===== src/rtl/led_pattern_ctrl.sv =====
// -----------------------------------------------------------------------------
// led_pattern_ctrl
//
// Multi-channel LED sequencer for the front-panel LEDs. Every channel has its
// own mode (off / on / loop / one-shot) and its own step pattern, which can be
// rewritten at run time. A shared step counter walks through the P steps of
// the patterns. It is advanced by an internal clock divider, so the whole
// block runs on 'clock' alone and no derived clock is generated. Maintenance
// mode forces every LED on without disturbing the sequencing.
//
// Parameters
//   NUM_LEDS      number of LED channels (1..16)
//   STEP_DIV      clock cycles per pattern step (>= 2)
//   STEP_BITS     step counter width; pattern length P = 2**STEP_BITS
//   PATTERN_INIT  reset patterns, NUM_LEDS*P bits, LED0 in the LSBs
//
// Ports
//   clock       in   1           system clock
//   reset       in   1           asynchronous, active-low reset
//   led_mode    in   2*NUM_LEDS  per-LED mode [2i+1:2i]: 00 off, 01 on,
//                                10 loop, 11 one-shot
//   wr_en       in   1           single-cycle pattern write strobe
//   wr_sel      in   SEL_W       target LED of a pattern write
//   wr_pattern  in   P           new pattern, bit s = LED state at step s
//   restart     in   1           synchronous re-sequence strobe
//   mtne_mode   in   1           maintenance mode, all LEDs on
//   led_output  out  NUM_LEDS    registered LED drive, 1 = on
//   step        out  STEP_BITS   current step index
//   step_tick   out  1           one-cycle pulse after each step advance
// -----------------------------------------------------------------------------
module led_pattern_ctrl #(
    parameter int NUM_LEDS  = 6,
    parameter int STEP_DIV  = 10000000,
    parameter int STEP_BITS = 4,
    parameter logic [NUM_LEDS*(2**STEP_BITS)-1:0] PATTERN_INIT =
        {16'h9248, 16'h4924, 16'hFFFF, 16'h2492, 16'h1111, 16'hFFFF},
    localparam int P     = 2**STEP_BITS,
    localparam int SEL_W = (NUM_LEDS > 1) ? $clog2(NUM_LEDS) : 1
) (
    input  logic                   clock,
    input  logic                   reset,
    input  logic [2*NUM_LEDS-1:0]  led_mode,
    input  logic                   wr_en,
    input  logic [SEL_W-1:0]       wr_sel,
    input  logic [P-1:0]           wr_pattern,
    input  logic                   restart,
    input  logic                   mtne_mode,
    output logic [NUM_LEDS-1:0]    led_output,
    output logic [STEP_BITS-1:0]   step,
    output logic                   step_tick
);

    localparam int DIV_W = (STEP_DIV > 1) ? $clog2(STEP_DIV) : 1;
    localparam logic [DIV_W-1:0] DIV_LAST = DIV_W'(STEP_DIV - 1);

    // -------------------------------------------------------------------------
    // Step divider and step counter
    // -------------------------------------------------------------------------
    logic [DIV_W-1:0]     div_cnt_reg;
    logic [DIV_W-1:0]     div_cnt_next;
    logic [STEP_BITS-1:0] step_reg;
    logic [STEP_BITS-1:0] step_next;
    logic                 step_tick_reg;
    logic                 step_tick_next;
    logic                 tick;
    logic                 wrap;

    // tick is high in the final divider cycle of a step; the step advances on
    // the edge that ends that cycle.
    assign tick = (div_cnt_reg == DIV_LAST);

    // A wrap is the tick that takes the last step back to step 0. One-shot
    // channels use it to mark their single pass as finished.
    assign wrap = tick && (step_reg == {STEP_BITS{1'b1}});

    always_comb begin
        div_cnt_next   = div_cnt_reg + DIV_W'(1);
        step_next      = step_reg;
        step_tick_next = 1'b0;
        if (restart) begin
            // restart takes priority over a coincident tick: the step does not
            // advance and no step_tick is produced.
            div_cnt_next = '0;
            step_next    = '0;
        end else if (tick) begin
            div_cnt_next   = '0;
            step_next      = step_reg + STEP_BITS'(1);
            step_tick_next = 1'b1;
        end
    end

    always_ff @(posedge clock or negedge reset) begin
        if (!reset) begin
            div_cnt_reg   <= '0;
            step_reg      <= '0;
            step_tick_reg <= 1'b0;
        end else begin
            div_cnt_reg   <= div_cnt_next;
            step_reg      <= step_next;
            step_tick_reg <= step_tick_next;
        end
    end

    assign step      = step_reg;
    assign step_tick = step_tick_reg;

    // -------------------------------------------------------------------------
    // Per-channel state: pattern, one-shot tracking and output register
    // -------------------------------------------------------------------------
    genvar gi;
    generate
        for (gi = 0; gi < NUM_LEDS; gi++) begin : g_led
            logic [P-1:0] pattern_reg;
            logic [P-1:0] pattern_next;
            logic [1:0]   mode_q_reg;
            logic [1:0]   mode_in;
            logic         done_reg;
            logic         done_next;
            logic         led_reg;
            logic         led_next;
            logic         pat_bit;
            logic         mode_changed;

            assign mode_in      = led_mode[2*gi +: 2];
            assign pat_bit      = pattern_reg[step_reg];
            assign mode_changed = (mode_in != mode_q_reg);

            // Writes addressed to a non-existent channel (wr_sel >= NUM_LEDS)
            // simply match no channel and are dropped.
            always_comb begin
                pattern_next = pattern_reg;
                if (wr_en && (wr_sel == SEL_W'(gi))) begin
                    pattern_next = wr_pattern;
                end
            end

            // Any mode change re-arms the one-shot, so toggling a channel out
            // of one-shot and back plays the pattern again. Clearing wins over
            // a simultaneous wrap.
            always_comb begin
                done_next = done_reg;
                if (restart || mode_changed) begin
                    done_next = 1'b0;
                end else if (wrap && (mode_in == 2'b11)) begin
                    done_next = 1'b1;
                end
            end

            // The output is computed from pre-edge state, so led_output lags
            // any step, pattern, mode or done change by exactly one clock.
            always_comb begin
                led_next = 1'b0;
                if (mtne_mode) begin
                    led_next = 1'b1;
                end else begin
                    case (mode_in)
                        2'b00:   led_next = 1'b0;
                        2'b01:   led_next = 1'b1;
                        2'b10:   led_next = pat_bit;
                        default: led_next = pat_bit && !done_reg;
                    endcase
                end
            end

            always_ff @(posedge clock or negedge reset) begin
                if (!reset) begin
                    pattern_reg <= PATTERN_INIT[gi*P +: P];
                    mode_q_reg  <= 2'b00;
                    done_reg    <= 1'b0;
                    led_reg     <= 1'b0;
                end else begin
                    pattern_reg <= pattern_next;
                    mode_q_reg  <= mode_in;
                    done_reg    <= done_next;
                    led_reg     <= led_next;
                end
            end

            assign led_output[gi] = led_reg;
        end
    endgenerate

endmodule


===== config.mk =====
export PLATFORM = sky130hd
export DESIGN_NAME = led_pattern_ctrl
export DESIGN_NICKNAME = d
export VERILOG_FILES = /design/src/rtl/led_pattern_ctrl.sv
export SDC_FILE = /design/constraint.sdc
export NUM_CORES = 1
export LEC_CHECK = 0
export CORE_MARGIN = 3
export CORE_UTILIZATION = 35
export DETAILED_ROUTE_END_ITERATION = 16
export PLACE_DENSITY = 0.62
export SLEW_MARGIN = 20
export SYNTH_ARGS = -nofsm -noshare
export SYNTH_HDL_FRONTEND = slang
export SYNTH_SLANG_ARGS = --single-unit

===== constraint.sdc =====
create_clock -name clock -period 1.87 [get_ports clock]
set_clock_uncertainty 0.2 [all_clocks]
set_input_delay 0.187 -clock clock [delete_from_list [all_inputs] [get_ports clock]]
set_output_delay 0.187 -clock clock [all_outputs]
set_load 0.03 [all_outputs]

Word level (Yosys, flattened, before mapping)
Index checks and enable logic that the tools add are counted.

Flip-flop bits (word level): 149. Input bits: 36. Output and inout port bits: 11. Logic and storage cells: 148.

Add/subtract/negate cells: 2. $lt $le $gt $ge: 1. Equal/unequal tests: 31. Muxes and demuxes: 42. Reductions and logical operators: 45.

Operators by type and width (count): $mux W24 (2); $mux W1 (26); $add A24 B1 Y24 const B (1); $bmux W1 S4 (6); $eq A2 B2 Y1 const B (12); $eq A24 B24 Y1 const B (1); $logic_and A1 B1 Y1 (19); $pmux W1 S3 (6); $reduce_bool A2 Y1 (7); $eq A2 B1 Y1 const B (6); $logic_not A2 Y1 (6); $ne A2 B2 Y1 (6); $mux W4 (2); $eq A3 B2 Y1 const B (2); $eq A3 B3 Y1 const B (2); $logic_not A1 Y1 (6); $logic_or A1 B1 Y1 (6); $lt A4 B5 Y1 const B (1); $add A4 B1 Y4 const B (1); $eq A4 B4 Y1 const B (1); $eq A3 B1 Y1 const B (1); $logic_not A3 Y1 (1).

Logic depth before layout (Yosys ltp)
Word-level depth: 5. Mapped depth: 8. Gate-level depth less buffers: 5.

Least setup slack after synthesis
OpenSTA, ideal clock, no wires.

Path type: register to register. Start: reg div_cnt_reg[0]. End: reg div_cnt_reg[20]. Library setup time: 77 ps. Data arrival time: 1744 ps. Required time: 1593 ps. Slack: -152 ps. Cell stages (with the launch flop): 8. Buffers on the path: 2. Period minus slack after synthesis: 2022 ps. Cells stage by stage: dfrtp_1 -> ha_1 -> and4_2 -> buf_2 -> nand2_1 -> buf_2 -> or4_1 -> a21oi_1.

Longest elaborated chain between the ends: 3. Elaborated cells between the ends (all ways): 4. Classes of those cells: add/sub: 1; eq/ne: 1; mux: 2.

Ends and longest elaborated chain: start, declared (RTL line 59) `logic [DIV_W-1:0] div_cnt_reg;`; start signal, assigned (RTL line 98) `div_cnt_reg <= div_cnt_next;`; $add A24 B1 Y24 / $eq A24 B24 Y1 (equally long branches) (RTL line 77, 70); $mux W24 * (RTL line 85) `end else if (tick) begin`; $mux W24 * (RTL line 80) `if (restart) begin`; net div_cnt_next[20] (RTL line 60) `logic [DIV_W-1:0] div_cnt_next;`.

Mark *: on every way through the listed nets, which the timed path passes. The rest lies on a longest branch. A chain may end at the register's enable or synchronous reset.

Worst setup path in the final report
Start: reg div_cnt_reg[20]. End: reg g_led[2].done_reg.

Longest elaborated chain between the ends: 4.

Ends and longest elaborated chain: $eq A24 B24 Y1 (RTL line 70) `assign tick = (div_cnt_reg == DIV_LAST);`; $logic_and A1 B1 Y1 (RTL line 74) `assign wrap = tick && (step_reg == {STEP_BITS{1'b1}});`; $logic_and A1 B1 Y1 (RTL line 144) `end else if (wrap && (mode_in == 2'b11)) begin`; $reduce_bool A2 Y1 (no source line); end signal, assigned (RTL line 174) `done_reg <= done_next;`; end, declared (RTL line 117) `logic done_reg;`.

Every way passes these cells.

==> flow_summary.yaml <==
setup_path:
  crit_type: "flip-flop to flip-flop"
  cp-start-kind: "flip-flop"
  crit_required_ns: 1.98
  r2r_setup_slack_ns: -0.1
  crit_fanout: 8
  endpoint_kind: "flip-flop"
  slowest_stage: "dfrtp_1"
  arrival_ns: 2.07
  max_stage_delay_ns: 0.42
  crit_chain: "nor4bb_4 -> and4_1 -> buf_6 -> nand4_1 -> a2111oi_4"
pwr:
  p_total_mw: 8.45
  cellPowerDensity_mw_per_mm2: 916
  ir_drop_v: 0.000673
  leakage_nw: 3.64
layout:
  largest_reg_flops: 96
  drive_above_1_share: 0.433
  area_growth_pct: 29.9
  diodes: 0
  layout.nets: 729
  stdcell_count: 969
detailed_routing:
  num_vias: 5057
  via_per_inst: 5.22
  finalWirelength_um: 18200
  ant_nets: 0
  wl_per_cell_um: 18.8
  firstDrtPassIters: 4
  drtIter0Drc: 295
  drcViolationCount: 0
sta:
  rsz0062_at_grt: "yes"
  setup_viol: 13
  fin_crit_ns: 1.97
  clock.fmax_mhz: 509
  max_slew_margin: 0.711
  report.final.slew_viol_count: 0
  whs_ns: 0.0547
  setup_slack_ns: -0.0953
  finalHoldViolCount: 0
  tightestPinTransition_ns: 0.434
  fin_crit_sh: 1.05
yosys:
  yosys_warnings: 0
  synth_top_area_frac: 0.345
  yosysMostFrequentCell: "dfrtp_1"
  synth.avg_cell_area_um2: 12.3
  synth_fp_nets: 618
  ys_ff_latch: 149
  ys_types: 51
  synth_enable_flop_cells: 0
  synth_ff_type: "dfrtp_1"
  postSynthCellCount: 580
  netlist_area_mm2: 0.00711
  synthArstFlopShare: 1.00
  synthTopCellsByArea: "dfrtp_1, dfstp_2, mux2_2"
  synth_sequential_area_ratio: 0.534
  synth_area_leader_cell: "dfrtp_1"
  synth_common_cells: "dfrtp_1, mux2_2, dfstp_2"
floorplanning:
  dieWidth_um: 149
  fp.dieH_um: 149
  floorplan.core_area_mm2: 0.0197
  dieArea_mm2: 0.0221
  row_count: 51
  pin_count: 47
  initial_core_util: 0.360
placement:
  pre_cts_ws_ns: -0.122
  place_inst: 923
  port_buffers: 46
  gp_congestion: 0.810
  dp_hpwl_um: 12300
clock_tree:
  ctsHtreeMaxLevel: 4
  clock_latency_ns: 0.42
  cts_tree: "done"
  ctsLongestPathBuffers: 2
  cts_buffers: 17
  clkTransAtPathRegs_ns: 0.07
  clockRootBuffer: "clkbuf_16"
  cts.sinks: 149
run_status:
  outcome: "finished with violations"
  violations: "negative setup slack"
grt:
  grt_overflow_total: 0
  track_usage: 0.167
  grt_pass1_vias: 5417
  antenna_found_initial: 0
  grt_pass1_wl_um: 29000
  grt_max_degree: 43
worst_hold_path:
  hold_class: "input port to asynchronous set/reset pin"
flow_run:
  maxCapViolCount: 0
## where the power goes
part,internal (mW),switching (mW),leakage (nW)
Clock,1.86,1.34,0.259
Combinational,0.620,0.499,1.62
Sequential,3.89,0.246,1.76
Total,6.37,2.08,3.64
## placed cells by master, fill, tap and decap left out, types with 13 or more instances in the layout
cell / count
xor2_1: 18
dfrtp_1: 97
clkbuf_16: 19
nand2_1: 39
dfstp_2: 51
buf_4: 62
nor2_1: 15
inv_1: 16
mux2_2: 96
nand4_1: 25
clkdlybuf4s50_1: 39
mux2i_1: 48
nand3_1: 13
## routing by layer
| metal | wire length (um) | track usage | up-vias |
|---|---|---|---|
| met5 | 0 | 0 | - |
| met4 | 315 | 0.0540 | 0 |
| met3 | 741 | 0.0366 | 24 |
| met2 | 9060 | 0.271 | 84 |
| met1 | 8060 | 0.224 | 2609 |
| li1 | - | - | 2340 |
## metrics by stage
step,area (um^2),utilization,setup TNS [ns]
6_report,9230,0.468,-0.538
5_1_grt,9230,0.468,-2.50
4_1_cts,9000,0.456,-0.166
3_5_place_dp,8350,0.423,-3.56
3_3_place_gp,8350,0.423,-2.78
2_1_floorplan,7130,-,-0.0178
## what timing repair did
| item | in CTS | in global routing |
|---|---|---|
| gates cloned | 1 | 2 |
| pin swaps | 10 | 18 |
| hold buffers | 1 | 0 |
| endpoints found under the hold margin | 110 | 0 |
| buffers inserted | 3 | 7 |
| setup endpoints to repair | 28 | 37 |
| resized for setup | 21 | 31 |
## path summary, 6_finish.rpt
path / depth (start not counted) / from / end
max in group asynchronous: 3 / reset / g_led[0].pattern_reg[10]
max reg2reg: 5 / div_cnt_reg[20] / g_led[2].done_reg
max: 5 / div_cnt_reg[20] / g_led[2].done_reg
min: 2 / reset / g_led[5].pattern_reg[1]
min reg2reg: 1 / g_led[5].pattern_reg[2] / g_led[5].pattern_reg[2]
min in group clock: 1 / led_mode[10] / g_led[5].mode_q_reg[0]
## critical path: cells and delay by family (launching register included)
family                 cells  cell delay [ns]
buffers and inverters      1             0.14
AND/OR/NAND/NOR            3             0.72
flip-flops                 1             0.42
AO/OA/AOI/OAI              1             0.38
## layout make-up
type	count	area (um^2)
fill	1747	10500
sequential	149	3790
multi-input combinational	382	3260
timing repair buffer	125	1230
clock buffer	20	447
tap	265	332
clock inverter	12	105
inverter	16	60.1
## logic make-up after synthesis
| kind of cell | Yosys count | share of synthesized area |
|---|---|---|
| AOI/OAI and AO/OA | 60 | 0.0577 |
| DFF | 149 | 0.534 |
| buffers and inverters | 50 | 0.0345 |
| xor gates and xnor gates | 23 | 0.0283 |
| adders and majority gates | 2 | 0.00352 |
| muxes | 144 | 0.220 |
| and+or+nand+nor | 152 | 0.123 |
Note: power is estimated with default switching activity, not from simulation.
